==> src/rtl/mem_arbiter_pkg.sv <==
// rtl/mem_arbiter_pkg.sv - shared states, RV32 load/store funct3 codes and access helpers for mem_arbiter
package mem_arb_pkg;

  // Arbiter states: grants only happen in IDLE, each RESP state lasts one cycle
  typedef enum logic [1:0] {
    IDLE    = 2'd0,
    RESP_IF = 2'd1,
    RESP_D  = 2'd2
  } arb_state_t;

  // RV32 load/store funct3 encodings
  localparam logic [2:0] F3_B  = 3'b000;
  localparam logic [2:0] F3_H  = 3'b001;
  localparam logic [2:0] F3_W  = 3'b010;
  localparam logic [2:0] F3_BU = 3'b100;
  localparam logic [2:0] F3_HU = 3'b101;

  // Access width implied by funct3; unknown codes behave as words
  typedef enum logic [1:0] {
    SZ_BYTE = 2'd0,
    SZ_HALF = 2'd1,
    SZ_WORD = 2'd2
  } acc_size_t;

  function automatic acc_size_t f3_size(input logic [2:0] f3);
    acc_size_t sz;
    case (f3)
      F3_B, F3_BU: sz = SZ_BYTE;
      F3_H, F3_HU: sz = SZ_HALF;
      default:     sz = SZ_WORD;
    endcase
    return sz;
  endfunction

  // True when the low address bits do not suit the access width
  function automatic logic is_misaligned(input logic [2:0] f3, input logic [1:0] addr_lo);
    logic mis;
    case (f3_size(f3))
      SZ_BYTE: mis = 1'b0;
      SZ_HALF: mis = addr_lo[0];
      default: mis = |addr_lo;
    endcase
    return mis;
  endfunction

endpackage

==> src/rtl/mem_arbiter_if.sv <==
// rtl/mem_arbiter_if.sv - fetch, data and single-port memory signals shared by the arbiter and its clients
interface mem_arbiter_if;

  // Instruction-fetch port
  logic        if_req;
  logic [31:0] if_addr;
  logic        if_gnt;
  logic        if_rvalid;
  logic [31:0] if_rdata;

  // Data load/store port
  logic        d_req;
  logic        d_we;
  logic [2:0]  d_funct3;
  logic [31:0] d_addr;
  logic [31:0] d_wdata;
  logic        d_gnt;
  logic        d_rvalid;
  logic        d_err;
  logic [31:0] d_rdata;

  // Single-port memory command and read data
  logic        mem_en;
  logic        mem_we;
  logic [3:0]  mem_be;
  logic [31:0] mem_addr;
  logic [31:0] mem_wdata;
  logic [31:0] mem_rdata;

  // Requesters and memory model side
  modport master (
    output if_req, if_addr,
    input  if_gnt, if_rvalid, if_rdata,
    output d_req, d_we, d_funct3, d_addr, d_wdata,
    input  d_gnt, d_rvalid, d_err, d_rdata,
    input  mem_en, mem_we, mem_be, mem_addr, mem_wdata,
    output mem_rdata
  );

  // Arbiter side
  modport slave (
    input  if_req, if_addr,
    output if_gnt, if_rvalid, if_rdata,
    input  d_req, d_we, d_funct3, d_addr, d_wdata,
    output d_gnt, d_rvalid, d_err, d_rdata,
    output mem_en, mem_we, mem_be, mem_addr, mem_wdata,
    input  mem_rdata
  );

endinterface

==> src/rtl/mem_arbiter_ls_align.sv <==
// rtl/mem_arbiter_ls_align.sv - ls_align: store byte-enable/replication and load lane extraction/extension
module ls_align
  import mem_arb_pkg::*;
(
  input  logic [2:0]  i_st_funct3,
  input  logic [1:0]  i_st_addr,
  input  logic [31:0] i_st_wdata,
  output logic [3:0]  o_st_be,
  output logic [31:0] o_st_wdata,
  input  logic [2:0]  i_ld_funct3,
  input  logic [1:0]  i_ld_addr,
  input  logic [31:0] i_ld_rdata,
  output logic [31:0] o_ld_data
);

  logic [7:0]  w_byte;
  logic [15:0] w_half;

  // Store side: pick lanes and replicate the datum so every lane carries it
  always_comb begin
    o_st_be    = 4'b1111;
    o_st_wdata = i_st_wdata;
    case (f3_size(i_st_funct3))
      SZ_BYTE: begin
        o_st_be    = 4'b0001 << i_st_addr;
        o_st_wdata = {4{i_st_wdata[7:0]}};
      end
      SZ_HALF: begin
        o_st_be    = i_st_addr[1] ? 4'b1100 : 4'b0011;
        o_st_wdata = {2{i_st_wdata[15:0]}};
      end
      default: begin
        o_st_be    = 4'b1111;
        o_st_wdata = i_st_wdata;
      end
    endcase
  end

  // Load side: select the addressed byte/half lane of the returned word
  always_comb begin
    w_byte = i_ld_rdata[7:0];
    case (i_ld_addr)
      2'd0:    w_byte = i_ld_rdata[7:0];
      2'd1:    w_byte = i_ld_rdata[15:8];
      2'd2:    w_byte = i_ld_rdata[23:16];
      default: w_byte = i_ld_rdata[31:24];
    endcase
    w_half = i_ld_addr[1] ? i_ld_rdata[31:16] : i_ld_rdata[15:0];
  end

  // Load side: sign- or zero-extend the selected lane
  always_comb begin
    o_ld_data = i_ld_rdata;
    case (i_ld_funct3)
      F3_B:    o_ld_data = {{24{w_byte[7]}}, w_byte};
      F3_BU:   o_ld_data = {24'h000000, w_byte};
      F3_H:    o_ld_data = {{16{w_half[15]}}, w_half};
      F3_HU:   o_ld_data = {16'h0000, w_half};
      default: o_ld_data = i_ld_rdata;
    endcase
  end

endmodule

==> src/rtl/mem_arbiter.sv <==
// rtl/mem_arbiter.sv - fetch/data arbiter onto one memory port with starvation guard; option MISALIGN_CHK_EN
module mem_arbiter
  import mem_arb_pkg::*;
#(
  parameter int STARVE_MAX = 4
) (
  input  logic          clk,
  input  logic          reset,
  mem_arbiter_if.slave  bus
);

  localparam int CNT_W = (STARVE_MAX < 1) ? 1 : $clog2(STARVE_MAX + 1);
  localparam logic [CNT_W-1:0] STARVE_LIM = CNT_W'(STARVE_MAX);

  arb_state_t       r_state;
  arb_state_t       w_next_state;
  logic [CNT_W-1:0] r_starve_cnt;
  logic [2:0]       r_funct3;
  logic [1:0]       r_addr_lo;
  logic             r_we;
  logic             r_err;

  logic             w_grant_if;
  logic             w_grant_d;
  logic             w_misalign;
  logic [3:0]       w_st_be;
  logic [31:0]      w_st_wdata;
  logic [31:0]      w_ld_data;
  logic             w_unused_if_addr;

  // Fetches are always word reads, so the low fetch address bits carry no information
  assign w_unused_if_addr = ^bus.if_addr[1:0];

`ifdef MISALIGN_CHK_EN
  assign w_misalign = is_misaligned(bus.d_funct3, bus.d_addr[1:0]);
`else
  assign w_misalign = 1'b0;
`endif

  ls_align u_ls_align (
    .i_st_funct3 (bus.d_funct3),
    .i_st_addr   (bus.d_addr[1:0]),
    .i_st_wdata  (bus.d_wdata),
    .o_st_be     (w_st_be),
    .o_st_wdata  (w_st_wdata),
    .i_ld_funct3 (r_funct3),
    .i_ld_addr   (r_addr_lo),
    .i_ld_rdata  (bus.mem_rdata),
    .o_ld_data   (w_ld_data)
  );

  // State register
  always_ff @(posedge clk) begin
    if (reset) begin
      r_state <= IDLE;
    end else begin
      r_state <= w_next_state;
    end
  end

  // Arbitration and next state: data wins unless the fetch has waited STARVE_MAX grants
  always_comb begin
    w_grant_if   = 1'b0;
    w_grant_d    = 1'b0;
    w_next_state = IDLE;
    case (r_state)
      IDLE: begin
        if (!reset) begin
          if (bus.if_req && (r_starve_cnt == STARVE_LIM)) begin
            w_grant_if = 1'b1;
          end else if (bus.d_req) begin
            w_grant_d = 1'b1;
          end else if (bus.if_req) begin
            w_grant_if = 1'b1;
          end
        end
        if (w_grant_if) begin
          w_next_state = RESP_IF;
        end else if (w_grant_d) begin
          w_next_state = RESP_D;
        end else begin
          w_next_state = IDLE;
        end
      end
      default: w_next_state = IDLE;
    endcase
  end

  // Count data grants that overtake a waiting fetch
  always_ff @(posedge clk) begin
    if (reset) begin
      r_starve_cnt <= '0;
    end else if (!bus.if_req || w_grant_if) begin
      r_starve_cnt <= '0;
    end else if (w_grant_d) begin
      r_starve_cnt <= r_starve_cnt + 1'b1;
    end
  end

  // Remember the data access shape for formatting the response a cycle later
  always_ff @(posedge clk) begin
    if (reset) begin
      r_funct3  <= 3'b000;
      r_addr_lo <= 2'b00;
      r_we      <= 1'b0;
      r_err     <= 1'b0;
    end else if (w_grant_d) begin
      r_funct3  <= bus.d_funct3;
      r_addr_lo <= bus.d_addr[1:0];
      r_we      <= bus.d_we;
      r_err     <= w_misalign;
    end
  end

  // Grants and memory command in IDLE, response pulses in the RESP states
  always_comb begin
    bus.if_gnt    = 1'b0;
    bus.if_rvalid = 1'b0;
    bus.if_rdata  = 32'h0;
    bus.d_gnt     = 1'b0;
    bus.d_rvalid  = 1'b0;
    bus.d_err     = 1'b0;
    bus.d_rdata   = 32'h0;
    bus.mem_en    = 1'b0;
    bus.mem_we    = 1'b0;
    bus.mem_be    = 4'b0000;
    bus.mem_addr  = 32'h0;
    bus.mem_wdata = 32'h0;

    if (w_grant_if) begin
      bus.if_gnt   = 1'b1;
      bus.mem_en   = 1'b1;
      bus.mem_be   = 4'b1111;
      bus.mem_addr = {bus.if_addr[31:2], 2'b00};
    end else if (w_grant_d) begin
      bus.d_gnt = 1'b1;
      if (!w_misalign) begin
        bus.mem_en    = 1'b1;
        bus.mem_we    = bus.d_we;
        bus.mem_be    = bus.d_we ? w_st_be : 4'b1111;
        bus.mem_addr  = {bus.d_addr[31:2], 2'b00};
        bus.mem_wdata = bus.d_we ? w_st_wdata : 32'h0;
      end
    end

    if ((r_state == RESP_IF) && !reset) begin
      bus.if_rvalid = 1'b1;
      bus.if_rdata  = bus.mem_rdata;
    end

    if ((r_state == RESP_D) && !reset) begin
      bus.d_rvalid = 1'b1;
      bus.d_rdata  = (r_we || r_err) ? 32'h0 : w_ld_data;
`ifdef MISALIGN_CHK_EN
      bus.d_err    = r_err;
`endif
    end
  end

endmodule

==> src/flat_wrapper.sv <==
// flat-port wrapper written by rule: the top's interface ports become plain ports
module mem_arbiter_flat import mem_arb_pkg::*;
#(
  parameter int STARVE_MAX = 4
)
  (clk, reset, bus_if_req, bus_if_addr, bus_if_gnt, bus_if_rvalid, bus_if_rdata, bus_d_req, bus_d_we, bus_d_funct3, bus_d_addr, bus_d_wdata, bus_d_gnt, bus_d_rvalid, bus_d_err, bus_d_rdata, bus_mem_en, bus_mem_we, bus_mem_be, bus_mem_addr, bus_mem_wdata, bus_mem_rdata);
  mem_arbiter_if bus_i ();
  input  logic clk;
  input  logic reset;
  input wire logic [$bits(bus_i.if_req)-1:0] bus_if_req;
  input wire logic [$bits(bus_i.if_addr)-1:0] bus_if_addr;
  output wire logic [$bits(bus_i.if_gnt)-1:0] bus_if_gnt;
  output wire logic [$bits(bus_i.if_rvalid)-1:0] bus_if_rvalid;
  output wire logic [$bits(bus_i.if_rdata)-1:0] bus_if_rdata;
  input wire logic [$bits(bus_i.d_req)-1:0] bus_d_req;
  input wire logic [$bits(bus_i.d_we)-1:0] bus_d_we;
  input wire logic [$bits(bus_i.d_funct3)-1:0] bus_d_funct3;
  input wire logic [$bits(bus_i.d_addr)-1:0] bus_d_addr;
  input wire logic [$bits(bus_i.d_wdata)-1:0] bus_d_wdata;
  output wire logic [$bits(bus_i.d_gnt)-1:0] bus_d_gnt;
  output wire logic [$bits(bus_i.d_rvalid)-1:0] bus_d_rvalid;
  output wire logic [$bits(bus_i.d_err)-1:0] bus_d_err;
  output wire logic [$bits(bus_i.d_rdata)-1:0] bus_d_rdata;
  output wire logic [$bits(bus_i.mem_en)-1:0] bus_mem_en;
  output wire logic [$bits(bus_i.mem_we)-1:0] bus_mem_we;
  output wire logic [$bits(bus_i.mem_be)-1:0] bus_mem_be;
  output wire logic [$bits(bus_i.mem_addr)-1:0] bus_mem_addr;
  output wire logic [$bits(bus_i.mem_wdata)-1:0] bus_mem_wdata;
  input wire logic [$bits(bus_i.mem_rdata)-1:0] bus_mem_rdata;
  assign bus_i.if_req = bus_if_req;
  assign bus_i.if_addr = bus_if_addr;
  assign bus_if_gnt = bus_i.if_gnt;
  assign bus_if_rvalid = bus_i.if_rvalid;
  assign bus_if_rdata = bus_i.if_rdata;
  assign bus_i.d_req = bus_d_req;
  assign bus_i.d_we = bus_d_we;
  assign bus_i.d_funct3 = bus_d_funct3;
  assign bus_i.d_addr = bus_d_addr;
  assign bus_i.d_wdata = bus_d_wdata;
  assign bus_d_gnt = bus_i.d_gnt;
  assign bus_d_rvalid = bus_i.d_rvalid;
  assign bus_d_err = bus_i.d_err;
  assign bus_d_rdata = bus_i.d_rdata;
  assign bus_mem_en = bus_i.mem_en;
  assign bus_mem_we = bus_i.mem_we;
  assign bus_mem_be = bus_i.mem_be;
  assign bus_mem_addr = bus_i.mem_addr;
  assign bus_mem_wdata = bus_i.mem_wdata;
  assign bus_i.mem_rdata = bus_mem_rdata;
  mem_arbiter #(.STARVE_MAX(STARVE_MAX)) u_core (.clk(clk), .reset(reset), .bus(bus_i));
endmodule
==> config.mk <==
export PLATFORM = sky130hd
export DESIGN_NAME = mem_arbiter_flat
export DESIGN_NICKNAME = d
export VERILOG_FILES = /design/src/rtl/mem_arbiter_pkg.sv /design/src/rtl/mem_arbiter_if.sv /design/src/rtl/mem_arbiter_ls_align.sv /design/src/rtl/mem_arbiter.sv /design/src/flat_wrapper.sv
export SDC_FILE = /design/constraint.sdc
export NUM_CORES = 1
export LEC_CHECK = 0
export BUFFER_PORTS_ARGS = -buffer_cell sky130_fd_sc_hd__clkbuf_2
export CAP_MARGIN = 25
export CORE_AREA = 4 4 104 106
export DETAILED_ROUTE_END_ITERATION = 10
export DIE_AREA = 0 0 108 110
export SETUP_SLACK_MARGIN = 0.02
export SLEW_MARGIN = 10
export SYNTH_ARGS = -nofsm -noshare
export SYNTH_HDL_FRONTEND = slang
export SYNTH_SLANG_ARGS = --single-unit
==> constraint.sdc <==
create_clock -name clk -period 2.5 [get_ports clk]
set_input_delay 0.25 -clock clk [delete_from_list [all_inputs] [get_ports clk]]
set_output_delay 0.25 -clock clk [all_outputs]
set_load 0.005 [all_outputs]
==> results.toml <==
[placement]
place_congestion = 0.8356
portBuffers = 269
place_ws_ps = 279.1
hpwl_um = 9491

[die]
die_area_um2 = 11880
coreArea_um2 = 9774
io_pins = 275
die-height_um = 110
rows = 36
start_util_pct = 23.48
die_w_um = 108

[drt]
wirelength_um = 11180
vias = 3558
drt_iter0_markers = 170
ant_nets = 0
drt-wirelength-per-cell_um = 15.27
viasPerCell = 4.861
first_pass_iters = 4
drc = 0

[min_path]
hp-class = "in -> reg"

[power_and_ir_drop]
p_comb_share_pct = 56.7
power_density_nw_per_um2 = 219.3
sequentialPowerShare_pct = 22.6
vdd_drop_max_uv = 87.48
power_frac_clock_pct = 20.7
intPower_w = 0.0005306
leakagePower_nw = 2.240
switching_share_pct = 37.13
p_total_w = 0.0008440
net-switching-power_w = 0.0003134

[grt]
antenna_found_initial = 1
grt_max_degree = 50
grt_pass1_wl_um = 16880
grt_pass1_vias = 3453
grt_usage_pct = 17.51
grt_overflow = 0

[critical_path]
cp.arrival_ps = 2070
crit_slowest_cell = "a211o_1"
crit_fanout = 36
r2r_slack_ps = 830
crit_chain = "inv_1 -> ha_1 -> nand2_1 -> a211o_1 -> nor3b_4 -> buf_4 -> a22o_1 -> clkbuf_2"
max_stage_delay_ps = 350
critical_path_required_ps = 2250
worstSetupPathType = "reg -> out"
endpoint_kind = "output port"
crit_family = "compound AO/OA/AOI/OAI gates"
startpoint_type = "flop"
critPathBufInv = 3

[sta]
drv_slew = 0
fin_ws_ps = 176.5
finalCriticalPeriod_ps = 2324
tightest_slew_ps = 559.1
rsz0062_at_grt = "false"
whs_ps = 273.1
clock-skew-final_ps = 6.262
setup_viol = 0
slew_headroom_pct = 62.59
hold_viol_final = 0
post-route-period-util_pct = 92.94
fmax_mhz = 430.4
tns_ps = 0

[layout]
syn_to_final_growth_pct = 67.72
layout-drive-gt1-share_pct = 53.01
utilization_pct = 39.38
final_common_cell = "clkbuf_2"
final_cell_mix = "clkbuf_2, nor2_1, and2_1"
multi_input_area_um2 = 1912
fillCellCount = 1051
regArea_um2 = 220.2
nets = 737

[yosys]
synth_top_cell_by_area = "a22o_1"
postSynth.asyncResetShare_pct = 0
synth_xor_area_share_pct = 0.3817
syn_inst = 343
synth_area_um2 = 2295
yosys_warnings = 0
synth_top_family_by_area = "compound AO/OA/AOI/OAI gates"
synth.area.top_cells = "a22o_1, dfxtp_1, and2_1"
synthMuxAreaShare_pct = 11.72
yosysUniqueCellTypes = 45
yosys.area_share.adder_pct = 1.091
synth-simple-area-share_pct = 32.06
synth_edf_count = 0
post-synth-top-area-fraction_pct = 11.45
ys_seq_elements = 11
synthFlopType = "dfxtp_1"
synth_compound_area_share_pct = 37.08
yosysSeqAreaShare_pct = 9.597
avgSynthCellArea_um2 = 6.690

[clock_tree]
cts.clk_slew.worst_paths_ps = 50
cts_buffer_depth = 2
clock-sinks = 11
clk_latency_ps = 240
cts_tree = "done"
cts_buffers = 3
cts_root_buffer = "clkbuf_8"
h-tree-depth = 1
ctsResizeCount = 0

[run]
max-cap-violations = 0

[outcome]
status = "complete, no violations"
==> state kept, by name, summed over array words and instances, names as in the netlist <==
register,cells
u_core.r_addr_lo,2
u_core.r_funct3,3
u_core.r_starve_cnt,3
u_core.r_state,2
u_core.r_we,1
==> synthesized netlist by cell type, types with 2 or more instances <==
master    count
nor2_1       39
and2_1       32
a21oi_1      30
a22o_1       30
nand2_1      29
clkbuf_1     21
mux2i_1      19
a21o_2       16
o21ai_0      15
nor3_1       14
dfxtp_1      11
and3_1        8
inv_1         8
mux2_2        7
o32ai_1       7
o22ai_1       6
a21o_1        4
buf_1         4
buf_2         4
buf_4         3
nand3_1       3
nand3b_1      3
ha_1          2
nand2b_1      2
nor2b_1       2
nor3b_1       2
o221a_2       2
o221ai_1      2
or3_1         2
==> area by class of cell <==
cell class | count | area share [%]
flip-flops and latches | 11 | 5.722
multi-input cells | 292 | 49.67
well taps | 133 | 4.324
clock buffers | 4 | 1.170
inverters | 9 | 0.8778
diodes | 1 | 0.06502
repair buffers | 282 | 38.17
==> timing repair <==
item / 4_1_cts / 5_1_grt
setup endpoints to repair: 6 / 0
endpoints found under the hold margin: 0 / 0
hold buffers: 0 / 0
buffers inserted: 1 / 0
==> layer usage <==
layer	wire length (um)	global-route usage, %
met1	3915	18.36
met2	5808	34.37
met5	0	0
met3	1138	3.611
met4	315	6.132
==> path summary, 6_finish.rpt <==
| check | startpoint | endpoint | cells past startpoint |
|---|---|---|---|
| worst max register to register | u_core.r_state[1] | u_core.r_starve_cnt[0] | 6 |
| worst min-delay path | bus_d_funct3[2] | u_core.r_funct3[2] | 3 |
| worst min register to register | u_core.r_funct3[1] | u_core.r_funct3[1] | 2 |
| worst max-delay path | u_core.r_starve_cnt[0] | bus_mem_addr[27] | 8 |
==> cells by family (layout without fill, tap and decap cells) <==
group | Yosys count | after routing
other | 1 | 4
xor gates and xnor gates | 1 | 1
adders and majority gates | 2 | 2
muxes | 26 | 26
and+or+nand+nor | 143 | 143
buffers and inverters | 42 | 295
AOI/OAI and AO/OA | 117 | 117
DFF | 11 | 11
==> through the flow <==
stage,std cells,cell area [um2]
4_1_cts,731,3846
3_3_place_gp,726,3781
2_1_floorplan,345,2302
6_report,732,3849
5_1_grt,732,3849
3_5_place_dp,726,3781
==> worst register-to-register path: cells and delay by family (launching register included) <==
family / cells / cell delay, ps
buffers and inverters: 2 / 360
DFF: 1 / 340
xor gates and xnor gates: 1 / 150
and+or+nand+nor: 3 / 710
==> power by group through the flow <==
stage | registers [W] | clock network, W | logic (W)
6_report | 0.000191 | 0.000175 | 0.000478
5_1_grt | 0.000192 | 0.000188 | 0.000532
4_1_cts | 0.000191 | 0.000182 | 0.000483
3_5_place_dp | 0.000194 | 0 | 0.000479
3_3_place_gp | 0.000194 | 0 | 0.000471
2_1_floorplan | 0.000191 | 0 | 0.000228
Note: power is estimated with default switching activity, not from simulation.
